## src/rtl/axilite_pkg.sv

```systemverilog
// Shared types for the gen2 AXI4-Lite slave: response codes and FSM state encodings.
package axilite_pkg;

    typedef enum logic [1:0] {
        OKAY   = 2'b00,
        EXOKAY = 2'b01,
        SLVERR = 2'b10,
        DECERR = 2'b11
    } resp_t;

    typedef enum logic [1:0] {
        W_IDLE = 2'b00,
        W_BK   = 2'b01,
        W_RESP = 2'b10
    } wr_state_t;

    typedef enum logic [1:0] {
        R_IDLE = 2'b00,
        R_BK   = 2'b01,
        R_DATA = 2'b10
    } rd_state_t;

endpackage

```

## src/rtl/axilite_gen2_addr_dec.sv

```systemverilog
// Combinational window decode: flags addresses inside [BASE_ADDR, BASE_ADDR+WIN_SIZE)
// and returns the in-window byte offset.
module axilite_gen2_addr_dec #(
    parameter int                ADDR_W    = 32,
    parameter logic [ADDR_W-1:0] BASE_ADDR = 32'h3000_0000,
    parameter int                WIN_SIZE  = 32'h0000_1000
) (
    input  logic [ADDR_W-1:0] addr,
    output logic              hit,
    output logic [ADDR_W-1:0] offset
);

    // One extra bit keeps the upper bound from wrapping when the window ends at the top of memory.
    localparam logic [ADDR_W:0]   LO_BOUND = {1'b0, BASE_ADDR};
    localparam logic [ADDR_W:0]   HI_BOUND = LO_BOUND + (ADDR_W+1)'(WIN_SIZE);
    localparam logic [ADDR_W-1:0] OFF_MASK = ADDR_W'(WIN_SIZE - 1);

    // Range compare and offset extraction.
    always_comb begin
        hit    = ({1'b0, addr} >= LO_BOUND) && ({1'b0, addr} < HI_BOUND);
        offset = addr & OFF_MASK;
    end

endmodule

```

## src/rtl/axilite_slave_gen2.sv

```systemverilog
// AXI4-Lite slave bridging to bk_* start/done backend ports, with independent write and read FSMs.
// Optional backend timeout (SLVERR on expiry) is enabled by defining AXIL_BK_TIMEOUT_EN.
module axilite_slave_gen2
    import axilite_pkg::*;
#(
    parameter int                ADDR_W    = 32,
    parameter int                DATA_W    = 32,
    parameter logic [ADDR_W-1:0] BASE_ADDR = 32'h3000_0000,
    parameter int                WIN_SIZE  = 32'h0000_1000,
    parameter int                TIMEOUT   = 255,
    localparam int               STRB_W    = DATA_W / 8
) (
    input  logic              axi_aclk,
    input  logic              axi_areset,
    input  logic              axi_awvalid,
    output logic              axi_awready,
    input  logic [ADDR_W-1:0] axi_awaddr,
    input  logic              axi_wvalid,
    output logic              axi_wready,
    input  logic [DATA_W-1:0] axi_wdata,
    input  logic [STRB_W-1:0] axi_wstrb,
    output logic              axi_bvalid,
    input  logic              axi_bready,
    output logic [1:0]        axi_bresp,
    input  logic              axi_arvalid,
    output logic              axi_arready,
    input  logic [ADDR_W-1:0] axi_araddr,
    output logic              axi_rvalid,
    input  logic              axi_rready,
    output logic [DATA_W-1:0] axi_rdata,
    output logic [1:0]        axi_rresp,
    output logic              bk_wstart,
    output logic [ADDR_W-1:0] bk_waddr,
    output logic [DATA_W-1:0] bk_wdata,
    output logic [STRB_W-1:0] bk_wstrb,
    input  logic              bk_wdone,
    output logic              bk_rstart,
    output logic [ADDR_W-1:0] bk_raddr,
    input  logic [DATA_W-1:0] bk_rdata,
    input  logic              bk_rdone
);

    wr_state_t         w_state_q, w_state_d;
    rd_state_t         r_state_q, r_state_d;
    logic              aw_held_q, aw_held_d, w_held_q, w_held_d, aw_hit_q, aw_hit_d;
    logic [ADDR_W-1:0] aw_off_q, aw_off_d, raddr_q, raddr_d;
    logic [DATA_W-1:0] wdata_q, wdata_d, rdata_q, rdata_d;
    logic [STRB_W-1:0] wstrb_q, wstrb_d;
    logic              awready_q, awready_d, wready_q, wready_d, arready_q, arready_d;
    logic              bvalid_q, bvalid_d, rvalid_q, rvalid_d;
    logic              bk_wstart_q, bk_wstart_d, bk_rstart_q, bk_rstart_d;
    resp_t             bresp_q, bresp_d, rresp_q, rresp_d;
    logic              aw_dec_hit_s, ar_dec_hit_s, aw_fire_s, w_fire_s, ar_fire_s;
    logic [ADDR_W-1:0] aw_dec_off_s, ar_dec_off_s;
    logic              w_expire_s, r_expire_s;

    axilite_gen2_addr_dec #(.ADDR_W(ADDR_W), .BASE_ADDR(BASE_ADDR), .WIN_SIZE(WIN_SIZE)) u_aw_dec (
        .addr(axi_awaddr), .hit(aw_dec_hit_s), .offset(aw_dec_off_s));
    axilite_gen2_addr_dec #(.ADDR_W(ADDR_W), .BASE_ADDR(BASE_ADDR), .WIN_SIZE(WIN_SIZE)) u_ar_dec (
        .addr(axi_araddr), .hit(ar_dec_hit_s), .offset(ar_dec_off_s));

    assign aw_fire_s = axi_awvalid && awready_q;
    assign w_fire_s  = axi_wvalid && wready_q;
    assign ar_fire_s = axi_arvalid && arready_q;

`ifdef AXIL_BK_TIMEOUT_EN
    logic [15:0] wcnt_q, wcnt_d, rcnt_q, rcnt_d;

    // Per-path wait counters; they restart from zero on every entry into the backend state.
    always_comb begin
        wcnt_d     = (w_state_q == W_BK) ? wcnt_q + 16'd1 : 16'd0;
        rcnt_d     = (r_state_q == R_BK) ? rcnt_q + 16'd1 : 16'd0;
        w_expire_s = (w_state_q == W_BK) && (wcnt_q == 16'(TIMEOUT - 1));
        r_expire_s = (r_state_q == R_BK) && (rcnt_q == 16'(TIMEOUT - 1));
    end

    // Timeout counter registers.
    always_ff @(posedge axi_aclk or posedge axi_areset) begin
        if (axi_areset) begin
            wcnt_q <= 16'd0;
            rcnt_q <= 16'd0;
        end else begin
            wcnt_q <= wcnt_d;
            rcnt_q <= rcnt_d;
        end
    end
`else
    logic unused_timeout_s;
    assign w_expire_s       = 1'b0;
    assign r_expire_s       = 1'b0;
    assign unused_timeout_s = (TIMEOUT != 0);
`endif

    // Write path: AW and W are latched independently; the transaction launches once both are held.
    always_comb begin
        w_state_d   = w_state_q;
        aw_held_d   = aw_held_q | aw_fire_s;
        w_held_d    = w_held_q | w_fire_s;
        aw_off_d    = aw_fire_s ? aw_dec_off_s : aw_off_q;
        aw_hit_d    = aw_fire_s ? aw_dec_hit_s : aw_hit_q;
        wdata_d     = w_fire_s ? axi_wdata : wdata_q;
        wstrb_d     = w_fire_s ? axi_wstrb : wstrb_q;
        bk_wstart_d = bk_wstart_q;
        bvalid_d    = bvalid_q;
        bresp_d     = bresp_q;
        case (w_state_q)
            W_IDLE: begin
                if (aw_held_d && w_held_d) begin
                    if (aw_hit_d) begin
                        w_state_d   = W_BK;
                        bk_wstart_d = 1'b1;
                    end else begin
                        w_state_d = W_RESP;
                        bvalid_d  = 1'b1;
                        bresp_d   = DECERR;
                    end
                end else begin
                    w_state_d = W_IDLE;
                end
            end
            W_BK: begin
                if (bk_wdone) begin
                    w_state_d   = W_RESP;
                    bk_wstart_d = 1'b0;
                    bvalid_d    = 1'b1;
                    bresp_d     = OKAY;
                end else if (w_expire_s) begin
                    w_state_d   = W_RESP;
                    bk_wstart_d = 1'b0;
                    bvalid_d    = 1'b1;
                    bresp_d     = SLVERR;
                end else begin
                    bk_wstart_d = 1'b1;
                end
            end
            W_RESP: begin
                if (axi_bready) begin
                    w_state_d = W_IDLE;
                    bvalid_d  = 1'b0;
                    aw_held_d = 1'b0;
                    w_held_d  = 1'b0;
                end else begin
                    bvalid_d = 1'b1;
                end
            end
            default: begin
                w_state_d = W_IDLE;
            end
        endcase
        awready_d = (w_state_d == W_IDLE) && !aw_held_d;
        wready_d  = (w_state_d == W_IDLE) && !w_held_d;
    end

    // Read path: one outstanding read, response held until rready.
    always_comb begin
        r_state_d   = r_state_q;
        raddr_d     = raddr_q;
        rdata_d     = rdata_q;
        rresp_d     = rresp_q;
        rvalid_d    = rvalid_q;
        bk_rstart_d = bk_rstart_q;
        case (r_state_q)
            R_IDLE: begin
                if (ar_fire_s && ar_dec_hit_s) begin
                    r_state_d   = R_BK;
                    raddr_d     = ar_dec_off_s;
                    bk_rstart_d = 1'b1;
                end else if (ar_fire_s) begin
                    r_state_d = R_DATA;
                    rvalid_d  = 1'b1;
                    rdata_d   = {DATA_W{1'b0}};
                    rresp_d   = DECERR;
                end else begin
                    r_state_d = R_IDLE;
                end
            end
            R_BK: begin
                if (bk_rdone) begin
                    r_state_d   = R_DATA;
                    bk_rstart_d = 1'b0;
                    rvalid_d    = 1'b1;
                    rdata_d     = bk_rdata;
                    rresp_d     = OKAY;
                end else if (r_expire_s) begin
                    r_state_d   = R_DATA;
                    bk_rstart_d = 1'b0;
                    rvalid_d    = 1'b1;
                    rdata_d     = {DATA_W{1'b0}};
                    rresp_d     = SLVERR;
                end else begin
                    bk_rstart_d = 1'b1;
                end
            end
            R_DATA: begin
                if (axi_rready) begin
                    r_state_d = R_IDLE;
                    rvalid_d  = 1'b0;
                end else begin
                    rvalid_d = 1'b1;
                end
            end
            default: begin
                r_state_d = R_IDLE;
            end
        endcase
        arready_d = (r_state_d == R_IDLE);
    end

    // State and registered-output flops; reset aborts any transaction in flight.
    always_ff @(posedge axi_aclk or posedge axi_areset) begin
        if (axi_areset) begin
            w_state_q   <= W_IDLE;
            r_state_q   <= R_IDLE;
            aw_held_q   <= 1'b0;
            w_held_q    <= 1'b0;
            aw_hit_q    <= 1'b0;
            aw_off_q    <= {ADDR_W{1'b0}};
            wdata_q     <= {DATA_W{1'b0}};
            wstrb_q     <= {STRB_W{1'b0}};
            raddr_q     <= {ADDR_W{1'b0}};
            rdata_q     <= {DATA_W{1'b0}};
            awready_q   <= 1'b0;
            wready_q    <= 1'b0;
            arready_q   <= 1'b0;
            bvalid_q    <= 1'b0;
            rvalid_q    <= 1'b0;
            bk_wstart_q <= 1'b0;
            bk_rstart_q <= 1'b0;
            bresp_q     <= OKAY;
            rresp_q     <= OKAY;
        end else begin
            w_state_q   <= w_state_d;
            r_state_q   <= r_state_d;
            aw_held_q   <= aw_held_d;
            w_held_q    <= w_held_d;
            aw_hit_q    <= aw_hit_d;
            aw_off_q    <= aw_off_d;
            wdata_q     <= wdata_d;
            wstrb_q     <= wstrb_d;
            raddr_q     <= raddr_d;
            rdata_q     <= rdata_d;
            awready_q   <= awready_d;
            wready_q    <= wready_d;
            arready_q   <= arready_d;
            bvalid_q    <= bvalid_d;
            rvalid_q    <= rvalid_d;
            bk_wstart_q <= bk_wstart_d;
            bk_rstart_q <= bk_rstart_d;
            bresp_q     <= bresp_d;
            rresp_q     <= rresp_d;
        end
    end

    assign axi_awready = awready_q;
    assign axi_wready  = wready_q;
    assign axi_arready = arready_q;
    assign axi_bvalid  = bvalid_q;
    assign axi_bresp   = bresp_q;
    assign axi_rvalid  = rvalid_q;
    assign axi_rdata   = rdata_q;
    assign axi_rresp   = rresp_q;
    assign bk_wstart   = bk_wstart_q;
    assign bk_waddr    = aw_off_q;
    assign bk_wdata    = wdata_q;
    assign bk_wstrb    = wstrb_q;
    assign bk_rstart   = bk_rstart_q;
    assign bk_raddr    = raddr_q;

endmodule

```

## config.mk

```make
export PLATFORM = sky130hd
export DESIGN_NAME = axilite_slave_gen2
export DESIGN_NICKNAME = d
export VERILOG_FILES = /design/src/rtl/axilite_pkg.sv /design/src/rtl/axilite_gen2_addr_dec.sv /design/src/rtl/axilite_slave_gen2.sv
export SDC_FILE = /design/constraint.sdc
export NUM_CORES = 1
export LEC_CHECK = 0
export BUFFER_PORTS_ARGS = -buffer_cell sky130_fd_sc_hd__buf_2
export CORE_AREA = 2 2 111 113
export CTS_CLUSTER_DIAMETER = 40
export DETAILED_ROUTE_END_ITERATION = 8
export DIE_AREA = 0 0 113 115
export PLACE_DENSITY_LB_ADDON = 0.2
export SKIP_CTS_REPAIR_TIMING = 1
export SLEW_MARGIN = 25
export SYNTH_ARGS = -nofsm -noshare
export SYNTH_HDL_FRONTEND = slang
export SYNTH_SLANG_ARGS = --single-unit
export TNS_END_PERCENT = 20
```

## constraint.sdc

```tcl
create_clock -name axi_aclk -period 4.7 [get_ports axi_aclk]
set_input_delay 1.175 -clock axi_aclk [delete_from_list [all_inputs] [get_ports axi_aclk]]
set_output_delay 1.175 -clock axi_aclk [all_outputs]
set_load 0.05 [all_outputs]
```

==> impl_metrics.ini, run 1 <==
[pwr]
p_leak_nw = 3.24
ir_drop_uv = 261
power_frac_seq_pct = 35.1
p_sw_share_pct = 44.8
combPwrFrac_pct = 44.9
p_int_w = 0.00205
clkPwrFrac_pct = 20.0
switchingPower_w = 0.00167
power_density_mw_per_mm2 = 607

[timing]
hold_viol = 0
worst_slew_pin_slew_ns = 0.781
finalSetupTns_ns = 0
timing.fmax_mhz = 338
relSlewSlack_pct = 48.0
period_needed_ns = 2.95
setup_viol = 0
rsz0062_at_grt = no
skew_ns = 0.00385
holdWs_ns = 0.499
drv_slew = 0
period_share_pct = 62.9

[placement]
port_buffers = 243
routabilityCongestion = 0.787
dp_hpwl_microns = 8580

[logic_synthesis]
synth_edf_count = 0
ys_async_sr_fraction_pct = 100
synthDistinctLibCells = 36
synth_area_sq_mm = 0.00464
syn_area_per_cell_sq_um = 11.7
ys_seq_elements = 108
yosysSeqAreaShare_pct = 58.2
netlist_instances = 397
ys_warn_count = 0
synth_ff_type = dfrtp_1

[die]
start_util_pct = 39.3
coreArea_sq_mm = 0.0118
ioPinCount = 284
die_area_sq_mm = 0.0130
num_rows = 40
fp.dieW_microns = 113
dieHeight_microns = 115

[global_route]
overflow = 0
grt_pass1_wl_microns = 17700
antenna_found_initial = 0
grt_pass1_vias = 3607
grt_max_degree = 56
grt.total_usage_pct = 17.3

[clock_network]
cts_max_path_buffers = 2
cts_buffers = 9
cts_sinks = 108
path_clk_slew_ns = 0.07
clockRootBuffer = clkbuf_16
cts_tree = built
clk_latency_ns = 0.33
htreeDepth = 3

[drt]
dr.pass1.iters = 6
postRouteAntennaNets = 0
wl_microns = 11400
drtIter0Drc = 140
vias = 3636
drc_errors = 20
wire_per_inst_microns = 14.5
via_per_inst = 4.64

[cells_and_area]
multiInputGateArea_sq_mm = 0.00167
nets = 774
regArea_sq_mm = 0.00270
drive_gt1_share_pct = 51.8
final_common_cell = buf_2
final_cell_mix = buf_2 (243), dfrtp_1 (108), nand2_1 (74), mux2_2 (54), conb_1 (40)
fillers = 1090
antenna_cells = 0
area.growth.synth_to_final_pct = 32.0

[outcome]
violations = DRC
outcome = complete, but fails checks

[worst_setup_path]
cp-start-kind = input pin
path_cells = buf_2 > or4_1 > nor2_1 > and3b_1 > mux2_2
crit_type = in -> reg
critPathArrivalTime_ns = 3.18
crit_path_max_incr_delay_ns = 0.70
cp_max_fo = 16
crit_required_ns = 4.92
crit_path_end_kind = flip-flop
slowest_stage = and3b_1

[run]
drv_cap = 0

[min_path]
hp-class = reg -> reg
==> cells by family (layout without fill, tap and decap cells) <==
group	count (synthesis)	in the layout	share of synthesized area, %
flops	108	108	58.2
other cells	1	40	0.0808
simple gates	109	109	10.4
buf+inv	66	267	9.27
mux	61	61	15.3
compound gates	52	52	6.82
==> power groups by stage <==
stage | registers, W | logic [W] | clock network [W]
global placement | 0.00131 | 0.00166 | 0
detailed placement | 0.00132 | 0.00168 | 0
finish | 0.00130 | 0.00167 | 0.000745
CTS | 0.00131 | 0.00168 | 0.000771
global route | 0.00134 | 0.00175 | 0.000805
floorplan | 0.00212 | 0.000498 | 0
==> state kept, by name (all words and copies together) (netlist names), 2 cells and up <==
name       count
bk_wstrb       4
r_state_q      2
axi_rdata     32
bk_waddr      12
w_state_q      2
bk_raddr      12
bk_wdata      32
==> cells in the mapped netlist, types with 2 or more instances <==
master / instances / share of area, %
dfrtp_1: 108 / 58
nand2_1: 75 / 6.1
mux2_2: 54 / 13
buf_4: 42 / 6.8
o21ai_0: 37 / 4.0
clkbuf_1: 13 / 1.1
nor2_1: 9 / 0.73
nor4_1: 7 / 0.94
mux2_4: 6 / 1.9
inv_1: 5 / 0.40
nor3_1: 5 / 0.54
o21a_1: 4 / 0.65
buf_1: 3 / 0.24
a21o_1: 2 / 0.32
a21oi_1: 2 / 0.22
nand2b_1: 2 / 0.27
nand4_1: 2 / 0.27
nor4b_1: 2 / 0.38
o22ai_1: 2 / 0.27
==> cell type report <==
type | count | area share [%]
flip-flops and latches | 108 | 44.1
well taps | 147 | 3.00
clock inverters | 5 | 0.858
inverters | 5 | 0.347
repair buffers | 247 | 20.5
multi-input cells | 262 | 27.2
clock buffers | 10 | 3.90
==> path summary, 6_finish.rpt <==
check / startpoint / cells after the start / slack, ns / to
worst max-delay path: axi_araddr[13] / 5 / 1.75 / bk_raddr[6]$_DFFE_PP0P_
worst min register to register: bk_wdata[22]$_DFFE_PP0P_ / 1 / 0.50 / bk_wdata[22]$_DFFE_PP0P_
min in group asynchronous: axi_areset / 2 / 0.93 / bk_wdata[4]$_DFFE_PP0P_
max in group asynchronous: axi_areset / 3 / 3.02 / axi_rdata[18]$_DFFE_PP0P_
worst min-delay path: bk_wdata[22]$_DFFE_PP0P_ / 1 / 0.50 / bk_wdata[22]$_DFFE_PP0P_
worst max register to register: axi_awready$_DFF_PP0_ / 5 / 2.76 / axi_bvalid$_DFFE_PP0P_
==> metal layers <==
layer	GRT usage, %	vias up	part of all wire (%)	routed length [microns]
li1	-	1729	-	-
met1	20.1	1719	39	4390
met2	31.1	179	51	5760
met3	5.22	9	9.5	1080
met4	5.04	0	1.1	123
met5	0	-	0	0
==> through the flow <==
stage	std cells	cell area, sq um	utilization [%]	setup slack (ns)	total power, W
3_3_place_gp	769	5830	49.4	1.46	0.00297
2_1_floorplan	436	4790	-	0.679	0.00262
5_1_grt	784	6130	51.9	1.65	0.00389
4_1_cts	784	6130	51.9	1.75	0.00376
3_5_place_dp	769	5840	49.4	1.40	0.00301
6_report	784	6130	51.9	1.75	0.00372
==> critical path, delay by kind of cell <==
family / cells / cell delay (ns)
buffers and inverters: 1 / 0.09
AND/OR/NAND/NOR: 3 / 1.48
multiplexers: 1 / 0.42
Note: power is estimated with default switching activity, not from simulation.
==> run 2, diff against run 1 <==
==> constraint.sdc (replaced) <==
create_clock -name axi_aclk -period 3.1 [get_ports axi_aclk]
set_input_delay 0.775 -clock axi_aclk [delete_from_list [all_inputs] [get_ports axi_aclk]]
set_output_delay 0.775 -clock axi_aclk [all_outputs]
set_load 0.05 [all_outputs]
==> run 2 against run 1 <==
  * The flow still finishes with violations (DRC)
  * Clock power grew 66%
  * Power rose by 54%
  * Hold slack got worse by 0.013 ns
  * Critical path depth grew 1
  * Sequential power up 52%
  * Combinational power grew 51%
  * First-iteration DRC count fell by 8.6%
  * Final area up 1.0%
  * Utilization grew 0.54 points
  * Cell count is 0.64% higher
  * Non-clock buffer count is 4 higher
  * Setup slack worse by 0.85 ns
  * Critical endpoint is now bk_raddr[10]$_DFFE_PP0P_
  * Largest cell class unchanged
  * Highest routed layer unchanged
==> impl_metrics.ini, run 2 (synthesis results as in run 1) <==
[worst_setup_path]
crit_required_ns = 3.34
slowest_stage = or4_1
crit_type = in -> reg
cp-start-kind = input pin
crit_path_end_kind = flip-flop
rrSetupSlack_ns = 1.25
critPathArrivalTime_ns = 2.44
rr_worst_depth = 5
crit_path_max_incr_delay_ns = 0.50
cp_max_fo = 12
path_cells = buf_2 > or4_1 > nor2_1 > and3b_1 > buf_4 > mux2_2

[drt]
drtIter0Drc = 128
wl_microns = 11200
drc_errors = 20
vias = 3662
postRouteAntennaNets = 0
wire_per_inst_microns = 14.2
via_per_inst = 4.64
dr.pass1.iters = 7

[timing]
holdWs_ns = 0.486
drv_slew = 0
finalSetupTns_ns = 0
relSlewSlack_pct = 49.0
worst_slew_pin_slew_ns = 0.759
setup_viol = 0
period_share_pct = 71.2
timing.fmax_mhz = 453
rsz0062_at_grt = no
period_needed_ns = 2.21
hold_viol = 0
skew_ns = 0.00666

[pwr]
combPwrFrac_pct = 44.0
p_sw_share_pct = 44.1
clkPwrFrac_pct = 21.6
power_density_mw_per_mm2 = 924
power_frac_seq_pct = 34.4
ir_drop_uv = 380
power_w = 0.00572
p_leak_nw = 3.26
p_int_w = 0.00320
switchingPower_w = 0.00252

[global_route]
grt_pass1_wl_microns = 17300
grt.total_usage_pct = 17.1
grt_max_degree = 59
grt_pass1_vias = 3535
antenna_found_initial = 0
overflow = 0

[clock_network]
path_clk_slew_ns = 0.07
cts_max_path_buffers = 2
cts_buffers = 9
cts_tree = built
clk_latency_ns = 0.35
clockRootBuffer = clkbuf_16
cts_sinks = 108
htreeDepth = 3

[placement]
port_buffers = 243
dp_hpwl_microns = 8500
routabilityCongestion = 0.743

[cells_and_area]
nets = 778
drive_gt1_share_pct = 52.0
fillers = 1084
antenna_cells = 0
final_cell_mix = buf_2 (243), dfrtp_1 (108), nand2_1 (75), mux2_2 (54), conb_1 (40)
final_common_cell = buf_2
post-route-util_pct = 52.4
area.growth.synth_to_final_pct = 33.4

[die]
ioPinCount = 284
start_util_pct = 39.3
fp.dieW_microns = 113
num_rows = 40
coreArea_sq_mm = 0.0118
dieHeight_microns = 115
die_area_sq_mm = 0.0130

[run]
drv_cap = 0

[min_path]
hp-class = in -> async

[outcome]
violations = DRC
outcome = complete, but fails checks
==> run 2: cell types whose count changed in the layout (fill, tap and decap cells not counted), sizes merged <==
| cell | delta |
|---|---|
| clkinv | -2 |
| clkinvlp | +3 |
| buf | +4 |
| bufinv | +1 |
| inv | -1 |
==> run 2: power by group through the flow <==
stage | combinational (W) | sequential [W] | clock, W
5_1_grt | 0.00265 | 0.00201 | 0.00133
6_report | 0.00252 | 0.00197 | 0.00124
4_1_cts | 0.00254 | 0.00197 | 0.00127
2_1_floorplan | 0.000755 | 0.00322 | 0
3_5_place_dp | 0.00254 | 0.00200 | 0
3_3_place_gp | 0.00252 | 0.00198 | 0
==> run 2: through the flow <==
stage	worst slack [ns]	cell area [sq um]	instances
floorplan	0.872	4790	436
global placement	0.579	5860	773
detailed placement	0.540	5860	773
CTS	0.913	6190	789
global route	0.758	6190	789
finish	0.892	6190	789
==> run 2: routing by layer <==
metal	GRT usage, %	vias up	part of all wire [%]
li1	-	1739	-
met1	19.8	1732	39
met2	29.5	180	50
met3	5.43	11	9.4
met4	6.99	0	1.4
met5	0	-	0
==> run 2: critical path: cells and delay by family <==
family / cells / cell delay (ns)
and+or+nand+nor: 3 / 0.95
buffers and inverters: 2 / 0.35
muxes: 1 / 0.36
==> run 2: path summary, 6_finish.rpt <==
path / start / end
worst min-delay path: axi_areset / bk_waddr[3]$_DFFE_PP0P_
worst min register to register: bk_wdata[9]$_DFFE_PP0P_ / bk_wdata[9]$_DFFE_PP0P_
worst max-delay path: axi_araddr[13] / bk_raddr[10]$_DFFE_PP0P_
max in group asynchronous: axi_areset / bk_wdata[27]$_DFFE_PP0P_
min in group axi_aclk: bk_wdata[9]$_DFFE_PP0P_ / bk_wdata[9]$_DFFE_PP0P_
worst max register to register: axi_awready$_DFF_PP0_ / axi_bvalid$_DFFE_PP0P_
==> run 2: final cells by class <==
cell class                      count  area, sq um  area share (%)
Multi-Input combinational cell    262         1670            26.9
Timing Repair Buffer              251         1290            20.8
Clock buffer                       10          239            3.86
Inverter                            5         22.5           0.364
Sequential cell                   108         2700            43.7
Clock inverter                      6         87.6            1.41
Tap cell                          147          184            2.97
